## config.mk

```make
export PLATFORM = sky130hd
export DESIGN_NAME = mmio_uart_tx
export DESIGN_NICKNAME = d
export VERILOG_FILES = /design/src/rtl/mmio_uart_tx.sv
export SDC_FILE = /design/constraint.sdc
export NUM_CORES = 1
export LEC_CHECK = 0
export CORE_MARGIN = 2
export CORE_UTILIZATION = 40
export CTS_BUF_LIST = sky130_fd_sc_hd__clkbuf_4 sky130_fd_sc_hd__clkbuf_8
export CTS_CLUSTER_SIZE = 28
export DETAILED_ROUTE_END_ITERATION = 7
export GPL_ROUTABILITY_DRIVEN = 0
export PLACE_DENSITY_LB_ADDON = 0.3
export SETUP_SLACK_MARGIN = 0.5
export SLEW_MARGIN = 10
export SYNTH_ARGS = -nofsm -noshare
export SYNTH_HDL_FRONTEND = slang
export SYNTH_SLANG_ARGS = --single-unit
```

## constraint.sdc

```tcl
create_clock -name i_clk -period 5.7 [get_ports i_clk]
set_clock_uncertainty 0.2 [all_clocks]
set_input_delay 1.425 -clock i_clk [delete_from_list [all_inputs] [get_ports i_clk]]
set_output_delay 1.425 -clock i_clk [all_outputs]
set_load 0.005 [all_outputs]
```

## src/rtl/mmio_uart_tx.sv

```systemverilog
// Memory-mapped 8N1 serial transmitter: word stores into a small TX FIFO,
// drained by a baud-rate FSM onto o_txd. Register window is 16 bytes at BASE_ADDR.
package riscv;
  typedef enum logic [2:0] {
    NONE, LOAD_BYTE, LOAD_HALF, LOAD_WORD, STORE_BYTE, STORE_HALF, STORE_WORD
  } mem_op_t;
endpackage

module mmio_uart_tx #(
  parameter logic [31:0] BASE_ADDR  = 32'h8000_1000,
  parameter int          FIFO_DEPTH = 8,
  parameter logic [15:0] DIV_RESET  = 16'd868
) (
  input  logic           i_clk,
  input  logic           i_reset,
  input  riscv::mem_op_t i_dmem_op,
  input  logic [31:0]    i_dmem_addr,
  input  logic [31:0]    i_dmem_wdata,
  output logic [31:0]    o_dmem_rdata,
  output logic           o_dmem_error,
  output logic           o_txd,
  output logic           o_busy
);
  localparam int             AW       = $clog2(FIFO_DEPTH);
  localparam logic [AW:0]    FULL_CNT = FIFO_DEPTH[AW:0];

  // IDLE: line high, wait for data | START: low | DATA: 8 bits LSB first | STOP: high, may chain
  typedef enum logic [1:0] {S_IDLE, S_START, S_DATA, S_STOP} state_t;

  state_t        r_state, w_next;
  logic [7:0]    r_mem [FIFO_DEPTH];
  logic [AW-1:0] r_wr_ptr, r_rd_ptr;
  logic [AW:0]   r_count;
  logic          r_overflow;
  logic [15:0]   r_div, r_timer;
  logic [7:0]    r_shift;
  logic [2:0]    r_bit;
  logic          r_txd, r_busy;
  logic [31:0]   r_rdata;
  logic          r_error;

  logic        w_sel, w_err, w_load, w_store, w_push_req, w_push, w_pop;
  logic        w_full, w_empty, w_bit_done, w_reload, w_txd, w_unused;
  logic [1:0]  w_off;
  logic [15:0] w_period;
  logic [31:0] w_rd_mux;

  assign w_off   = i_dmem_addr[3:2];
  assign w_sel   = (i_dmem_addr[31:4] == BASE_ADDR[31:4]) && (i_dmem_op != riscv::NONE);
  assign w_err   = w_sel && (!(i_dmem_op == riscv::LOAD_WORD || i_dmem_op == riscv::STORE_WORD)
                             || (i_dmem_addr[1:0] != 2'd0) || (w_off == 2'd3));
  assign w_load  = w_sel && !w_err && (i_dmem_op == riscv::LOAD_WORD);
  assign w_store = w_sel && !w_err && (i_dmem_op == riscv::STORE_WORD);

  // Full is judged on the pre-edge count, so a same-cycle pop never rescues a push.
  assign w_full     = (r_count == FULL_CNT);
  assign w_empty    = (r_count == '0);
  assign w_push_req = w_store && (w_off == 2'd0);
  assign w_push     = w_push_req && !w_full;
  assign w_period   = (r_div == 16'd0) ? 16'd1 : r_div;
  assign w_bit_done = (r_timer == 16'd0);
  assign w_unused   = ^i_dmem_wdata[31:16];

  always_ff @(posedge i_clk) begin
    if (i_reset) r_state <= S_IDLE;
    else         r_state <= w_next;
  end

  always_comb begin
    w_next = r_state;
    case (r_state)
      S_IDLE:  if (!w_empty) w_next = S_START;
      S_START: if (w_bit_done) w_next = S_DATA;
      S_DATA:  if (w_bit_done && (r_bit == 3'd7)) w_next = S_STOP;
      S_STOP:  if (w_bit_done) w_next = w_empty ? S_IDLE : S_START;
      default: w_next = S_IDLE;
    endcase
  end

  always_comb begin
    w_txd    = 1'b1;
    w_pop    = 1'b0;
    w_reload = 1'b0;
    case (r_state)
      S_IDLE: begin
        w_pop    = !w_empty;
        w_reload = !w_empty;
      end
      S_START: begin
        w_txd    = 1'b0;
        w_reload = w_bit_done;
      end
      S_DATA: begin
        w_txd    = r_shift[0];
        w_reload = w_bit_done;
      end
      S_STOP: begin
        w_pop    = w_bit_done && !w_empty;
        w_reload = w_bit_done && !w_empty;
      end
      default: ;
    endcase
  end

  always_ff @(posedge i_clk) begin
    if (i_reset) begin
      r_timer <= 16'd0;
      r_shift <= 8'd0;
      r_bit   <= 3'd0;
      r_txd   <= 1'b1;
      r_busy  <= 1'b0;
    end else begin
      r_txd  <= w_txd;
      r_busy <= (r_state != S_IDLE) || !w_empty;
      // Period is captured per bit, so divisor writes land on the next bit boundary.
      if (w_reload)        r_timer <= w_period - 16'd1;
      else if (!w_bit_done) r_timer <= r_timer - 16'd1;
      if (w_pop) begin
        r_shift <= r_mem[r_rd_ptr];
        r_bit   <= 3'd0;
      end else if ((r_state == S_DATA) && w_bit_done) begin
        r_shift <= r_shift >> 1;
        r_bit   <= r_bit + 3'd1;
      end
    end
  end

  always_ff @(posedge i_clk) begin
    if (w_push) r_mem[r_wr_ptr] <= i_dmem_wdata[7:0];
  end

  always_ff @(posedge i_clk) begin
    if (i_reset) begin
      r_wr_ptr   <= '0;
      r_rd_ptr   <= '0;
      r_count    <= '0;
      r_overflow <= 1'b0;
      r_div      <= DIV_RESET;
    end else begin
      if (w_push) r_wr_ptr <= r_wr_ptr + AW'(1);
      if (w_pop)  r_rd_ptr <= r_rd_ptr + AW'(1);
      case ({w_push, w_pop})
        2'b10:   r_count <= r_count + 1'b1;
        2'b01:   r_count <= r_count - 1'b1;
        default: ;
      endcase
      if (w_push_req && w_full)
        r_overflow <= 1'b1;
      else if (w_store && (w_off == 2'd1) && i_dmem_wdata[3])
        r_overflow <= 1'b0;
      if (w_store && (w_off == 2'd2)) r_div <= i_dmem_wdata[15:0];
    end
  end

  always_comb begin
    w_rd_mux = '0;
    case (w_off)
      2'd1:    w_rd_mux = {16'd0, 8'(r_count), 4'd0, r_overflow, w_empty, w_full, r_busy};
      2'd2:    w_rd_mux = {16'd0, r_div};
      default: ;
    endcase
  end

  always_ff @(posedge i_clk) begin
    if (i_reset) begin
      r_rdata <= '0;
      r_error <= 1'b0;
    end else begin
      r_rdata <= w_load ? w_rd_mux : '0;
      r_error <= w_err;
    end
  end

  assign o_dmem_rdata = r_rdata;
  assign o_dmem_error = r_error;
  assign o_txd        = r_txd;
  assign o_busy       = r_busy;
endmodule

```

# Word-level counts from Yosys, hierarchy flattened
# Memories as Yosys holds them, arrays and structs flattened. A register that Yosys moved wholly into a read port is not among the register bits.
# Cells that the tools add are included.
classes:
  bitwise: 1
  mux: 22
  reduce_logical: 37
  n_addsub: 7
  eq_ne: 18
ops:
  columns: ["op", "count"]
  rows:
  - ["$mux W16", 3]
  - ["$logic_not A16 Y1", 2]
  - ["$pmux W16 S2", 1]
  - ["$sub A16 B1 Y16 const B", 2]
  - ["$eq A28 B28 Y1 const B", 1]
  - ["$mux W8", 2]
  - ["$logic_and A1 B1 Y1", 14]
  - ["$eq A2 B2 Y1 const B", 5]
  - ["$reduce_bool A2 Y1", 5]
  - ["$add A3 B1 Y3 const B", 3]
  - ["$mux W2", 4]
  - ["$ne A2 B2 Y1 const B", 4]
  - ["$pmux W2 S4", 1]
  - ["$pmux W4 S2", 1]
  - ["$eq A2 B1 Y1 const B", 3]
  - ["$eq A3 B3 Y1 const B", 2]
  - ["$mux W3", 2]
  - ["$reduce_or A2 Y1", 3]
  - ["$mux W1", 5]
  - ["$add A4 B1 Y4 const B", 1]
  - ["$eq A4 B4 Y1 const B", 1]
  - ["$logic_not A1 Y1", 4]
  - ["$logic_not A2 Y1", 2]
  - ["$logic_not A4 Y1", 1]
  - ["9 further kinds", 13]
word_totals:
  n_memories: 1
  output_inout_bits: 35
  wordCells: 99
  inputBits: 69
  mem_bits_rw: 64
  reg_bits: 91
memory_table:
  columns: ["name", "words", "word_bits", "read_ports", "rd_clocked_by_memory_dff", "write_ports", "line_no", "source"]
  rows:
  - ["r_mem", 8, 8, 1, 1, 1, "31", "logic [7:0] r_mem [FIFO_DEPTH];"]

# Longest topological paths before layout
depth:
  depth_word: 13
  ltp_mapped: 13
  mapped_depth_nobuf: 13

# Worst setup path after synthesis
# Ideal clock, no wire load.
synth_path:
  path_kind: "input -> register"
  from: "in i_dmem_addr[2]"
  to: "reg r_count[2]"
  required_time_ns: 5.429
  path_slack_ns: 1.263
  n_path_buf: 0
  path_stages: 12
  setup_ns: 0.071
  arrival_time_ns: 4.167
  path_cell_list: "ha_1 nand2b_1 or4_1 nor4_1 inv_1 ha_1 xor2_1 ha_1 a21oi_1 xor2_1 or3_1 a21oi_1"
synth_between:
  elab_chain_cells: 10
  word_cells_on_any_way: 13
  cone_classes: "eq/ne: 3; mux: 1; reduce/logical: 9"
synth_lines:
  columns: ["element", "line_no", "source"]
  rows:
  - ["from (decl)", "17", "input logic [31:0] i_dmem_addr,"]
  - ["$eq A2 B2 Y1", "51", "|| (i_dmem_addr[1:0] != 2'd0) || (w_off == 2'd3));"]
  - ["$logic_or A1 B1 Y1", "51", null]
  - ["$logic_and A1 B1 Y1", "50", "assign w_err = w_sel && (!(i_dmem_op == riscv::LOAD_WORD || i_dmem_op == riscv::STORE_WORD)"]
  - ["$logic_not A1 Y1", "53", "assign w_store = w_sel && !w_err && (i_dmem_op == riscv::STORE_WORD);"]
  - ["$logic_and A1 B1 Y1 (2 in series)", "53", null]
  - ["$logic_and A1 B1 Y1 *", "58", "assign w_push_req = w_store && (w_off == 2'd0);"]
  - ["$logic_and A1 B1 Y1 *", "59", "assign w_push = w_push_req && !w_full;"]
  - ["$eq A2 B1 Y1 or $eq A2 B2 Y1 (tied branches)", "142", "case ({w_push, w_pop})"]
  - ["$pmux W4 S2 or $reduce_bool A2 Y1 (tied branches)", null, null]
  - ["to (signal assigned)", "143", "2'b10: r_count <= r_count + 1'b1;"]
  - ["to (signal assigned)", "144", "2'b01: r_count <= r_count - 1'b1;"]
  - ["to (decl)", "33", "logic [AW:0] r_count;"]
# Mark *: on every way between the ends. The rest lies on a longest branch, timed or not.
# A chain may end at the register's enable or synchronous reset.

# Final worst setup path
# Same ends and word-level chain as after synthesis.

==> metrics.cfg <==
[cts]
cts_sinks=142
cts_buffers=17
cts-hold-fix-buffers=0
cts_tree=done
cts_max_level=4
clk_pin_slew_ps=90
cts_setup_buffers=0
post_cts_resized=0
clockBufferDepth=2
clockRootBuffer=clkbuf_8
insertion_delay_ps=440

[setup_path]
cp-start-kind=input pin
worstSetupEndpointType=flop
cp_max_fo=5
crit_end=r_count[2]$_SDFFE_PP0P_
rr_startpoint=r_timer[2]$_SDFFE_PP0P_
arrival_ps=4560
path_depth=14
path_buf_inv=3
critical-path-max-stage-delay_ps=470
cp-startpoint=i_dmem_addr[2]
crit_type=input pin to flop
cp_top_family=simple AND/OR/NAND/NOR gates
crit_slowest_cell=or4_1
rr_worst_depth=12
crit_required_ps=5870
r2r-end=r_timer[10]$_SDFFE_PP0P_
cpMostUsedCell=ha_1
r2r_setup_slack_ps=1560
path_cells=clkdlybuf4s50_1, ha_1, nand2b_1, or4_1, nor4_1, buf_4, inv_1, ha_1, xor2_1, ha_1, a21oi_1, xor2_1, or3_1, a21oi_1

[timing]
rsz0062_at_grt=no
fin_ws_ps=1300
drv_slew=0
period_share=0.771
layout_min_cycle_time_ps=4400
worstMarginPinSlew_ps=1090
max_freq_mhz=227
tns_ps=0
hold_viol_final=0
maxSlewHeadroom=0.270
setup_viol=0
fin_hold_ws_ps=296

[pwr]
p_leak_nw=2.70
finalPower_mw=2.39
p_per_area_mw_per_mm2=306
irDropWorstVdd_mv=0.155

[die]
die_height_um=132
io_pins=104
chipWidth_um=132
rows=46
start_util=0.410
coreArea_mm2=0.0159
dieArea_mm2=0.0173

[placed_design]
dpl_cell_area_mm2=0.00739
dp.cells=831
port_buffers=71
place_ws_ps=898
dp_hpwl_um=10200

[synthesis]
yosysWarnings=0
synth.distinct_cells=55
synthCells=561
mappedNetlistArea_mm2=0.00651
ys.flop_type=dfxtp_1
syn_avg_cell_area_um2=11.6
ys_async_sr_fraction=0
synth_edf_count=64
synth-seq-cells=142
ys_seq_area_frac=0.535

[finish]
area_growth_pct=19.8
regArea_mm2=0.00348
layout-drive-gt1-share=0.122
num_antenna_cells=0
layout_common_cells=dfxtp_1 (78), clkdlybuf4s50_1 (71), nor2_1 (64), edfxtp_1 (64), mux2i_1 (26)
num-fill-cells=1433
nets=720
multi_input_area_mm2=0.00281
final_util=0.491
final_area_mm2=0.00780
layout_commonest_cell=dfxtp_1
finalNonFillerCells=863

[global_routing]
grt_max_degree=33
grt_overflow=0
grt_usage=0.166
grt_pass1_vias=4596
grt_pass1_wl_um=22600
grt_antenna_before_repair=0

[status]
outcome=completed

[routing]
drt_iter0_drc=339
drtAntennaViolNets=0
vias=4613
vias_per_cell=5.35
firstDrtPassIters=7
wire_per_inst_um=16.4
post-route-drc-count=0
wirelength_um=14200

[min_path]
hold_class=flop to flop

[run]
max-cap-violations=0

==> cells by family (layout without fill, tap and decap cells) <==
| kind of cell | after synthesis | after routing | share of synthesized area |
|---|---|---|---|
| AOI/OAI and AO/OA | 78 | 78 | 0.0892 |
| and+or+nand+nor | 195 | 195 | 0.155 |
| adders and majority gates | 17 | 17 | 0.0327 |
| xor gates and xnor gates | 25 | 25 | 0.0336 |
| buffers and inverters | 52 | 123 | 0.0431 |
| other | 1 | 16 | 0.000576 |
| DFF | 142 | 142 | 0.535 |
| muxes | 51 | 51 | 0.111 |
==> routing by layer <==
layer | GRT usage | vias up | wire length [um]
met5 | 0 | - | 0
met2 | 0.283 | 133 | 6940
met1 | 0.203 | 2249 | 6280
met3 | 0.0351 | 24 | 680
met4 | 0.0743 | 0 | 291
li1 | - | 2207 | -
==> sequential cells by signal, summed over array words and instances (netlist names), 2 cells and up, named ones only <==
name	cells
o_dmem_rdata	16
r_count	4
r_mem	64
r_bit	3
r_div	16
r_rd_ptr	3
r_timer	16
r_shift	8
r_wr_ptr	3
r_state	2
==> how the worst min path moves through the flow <==
stage	endpoint	from	depth (start not counted)	slack, ps
6_report	o_txd$_SDFF_PP1_	r_shift[0]$_SDFFE_PP0P_	2	300
5_1_grt	o_txd$_SDFF_PP1_	r_shift[0]$_SDFFE_PP0P_	2	310
4_1_cts	o_txd$_SDFF_PP1_	r_shift[0]$_SDFFE_PP0P_	2	300
3_5_place_dp	o_txd$_SDFF_PP1_	r_shift[0]$_SDFFE_PP0P_	2	280
3_3_place_gp	r_rd_ptr[1]$_SDFFE_PP0N_	r_rd_ptr[1]$_SDFFE_PP0N_	2	280
2_1_floorplan	o_txd$_SDFF_PP1_	r_shift[0]$_SDFFE_PP0P_	2	240
==> where the power goes <==
part           leakage, nW  total [mW]  switching [mW]  internal (mW)
registers             1.21        1.13          0.0345           1.10
logic                 1.30       0.433           0.243          0.190
clock network        0.197       0.825           0.421          0.404
total                 2.70        2.39           0.698           1.69
==> worst register-to-register path, stage by stage (launching register included) <==
cell and delay [ps]:
dfxtp_1 360, or4_4 590, or4_1 610, o31ai_4 250, buf_4 330, o311ai_1 200, nand2_1 100, ha_1 310
nor2b_1 260, nand2_1 150, nor4_1 290, xnor2_1 220, a211oi_2 110
==> layout make-up <==
cell class / instances / share of cell area
inverter: 12 / 0.00578
multi-input combinational: 382 / 0.360
clock buffer: 17 / 0.0300
sequential: 142 / 0.447
clock inverter: 15 / 0.0226
timing repair buffer: 79 / 0.100
tap: 216 / 0.0347
==> cell usage after synthesis, types with 2 or more instances <==
| library cell | count | area, um^2 |
|---|---|---|
| edfxtp_1 | 64 | 1920 |
| ha_1 | 17 | 213 |
| buf_2 | 2 | 10.0 |
| a311oi_1 | 4 | 35.0 |
| nor3_1 | 19 | 95.1 |
| nor4b_1 | 3 | 26.3 |
| nand2_1 | 21 | 78.8 |
| o31ai_1 | 8 | 60.1 |
| nor4bb_1 | 2 | 20.0 |
| clkbuf_1 | 14 | 52.6 |
| nor4_1 | 22 | 138 |
| nand4_1 | 5 | 31.3 |
| nor2_1 | 64 | 240 |
| or4_1 | 4 | 30.0 |
| o21ai_0 | 4 | 20.0 |
| and2_1 | 11 | 68.8 |
| nor3b_1 | 2 | 15.0 |
| inv_1 | 12 | 45.0 |
| mux2_2 | 9 | 101 |
| a211oi_1 | 5 | 37.5 |
| mux4_2 | 16 | 360 |
| o31a_1 | 2 | 17.5 |
| a22oi_1 | 8 | 60.1 |
| mux2i_1 | 26 | 260 |
| nand3_1 | 13 | 65.1 |
| nand3b_1 | 2 | 15.0 |
| o21a_1 | 3 | 22.5 |
| buf_6 | 2 | 22.5 |
| a32o_1 | 2 | 20.0 |
| buf_1 | 4 | 15.0 |
| a31o_2 | 2 | 17.5 |
| a211oi_2 | 7 | 87.6 |
| or3_1 | 6 | 37.5 |
| nand2b_1 | 11 | 68.8 |
| xnor2_1 | 12 | 105 |
| o211ai_1 | 3 | 22.5 |
| dfxtp_1 | 78 | 1560 |
| xor2_1 | 13 | 114 |
| nor2b_1 | 3 | 18.8 |
| a21oi_1 | 24 | 120 |
| buf_4 | 18 | 135 |
No activity file was read; power rests on OpenSTA's default activity.
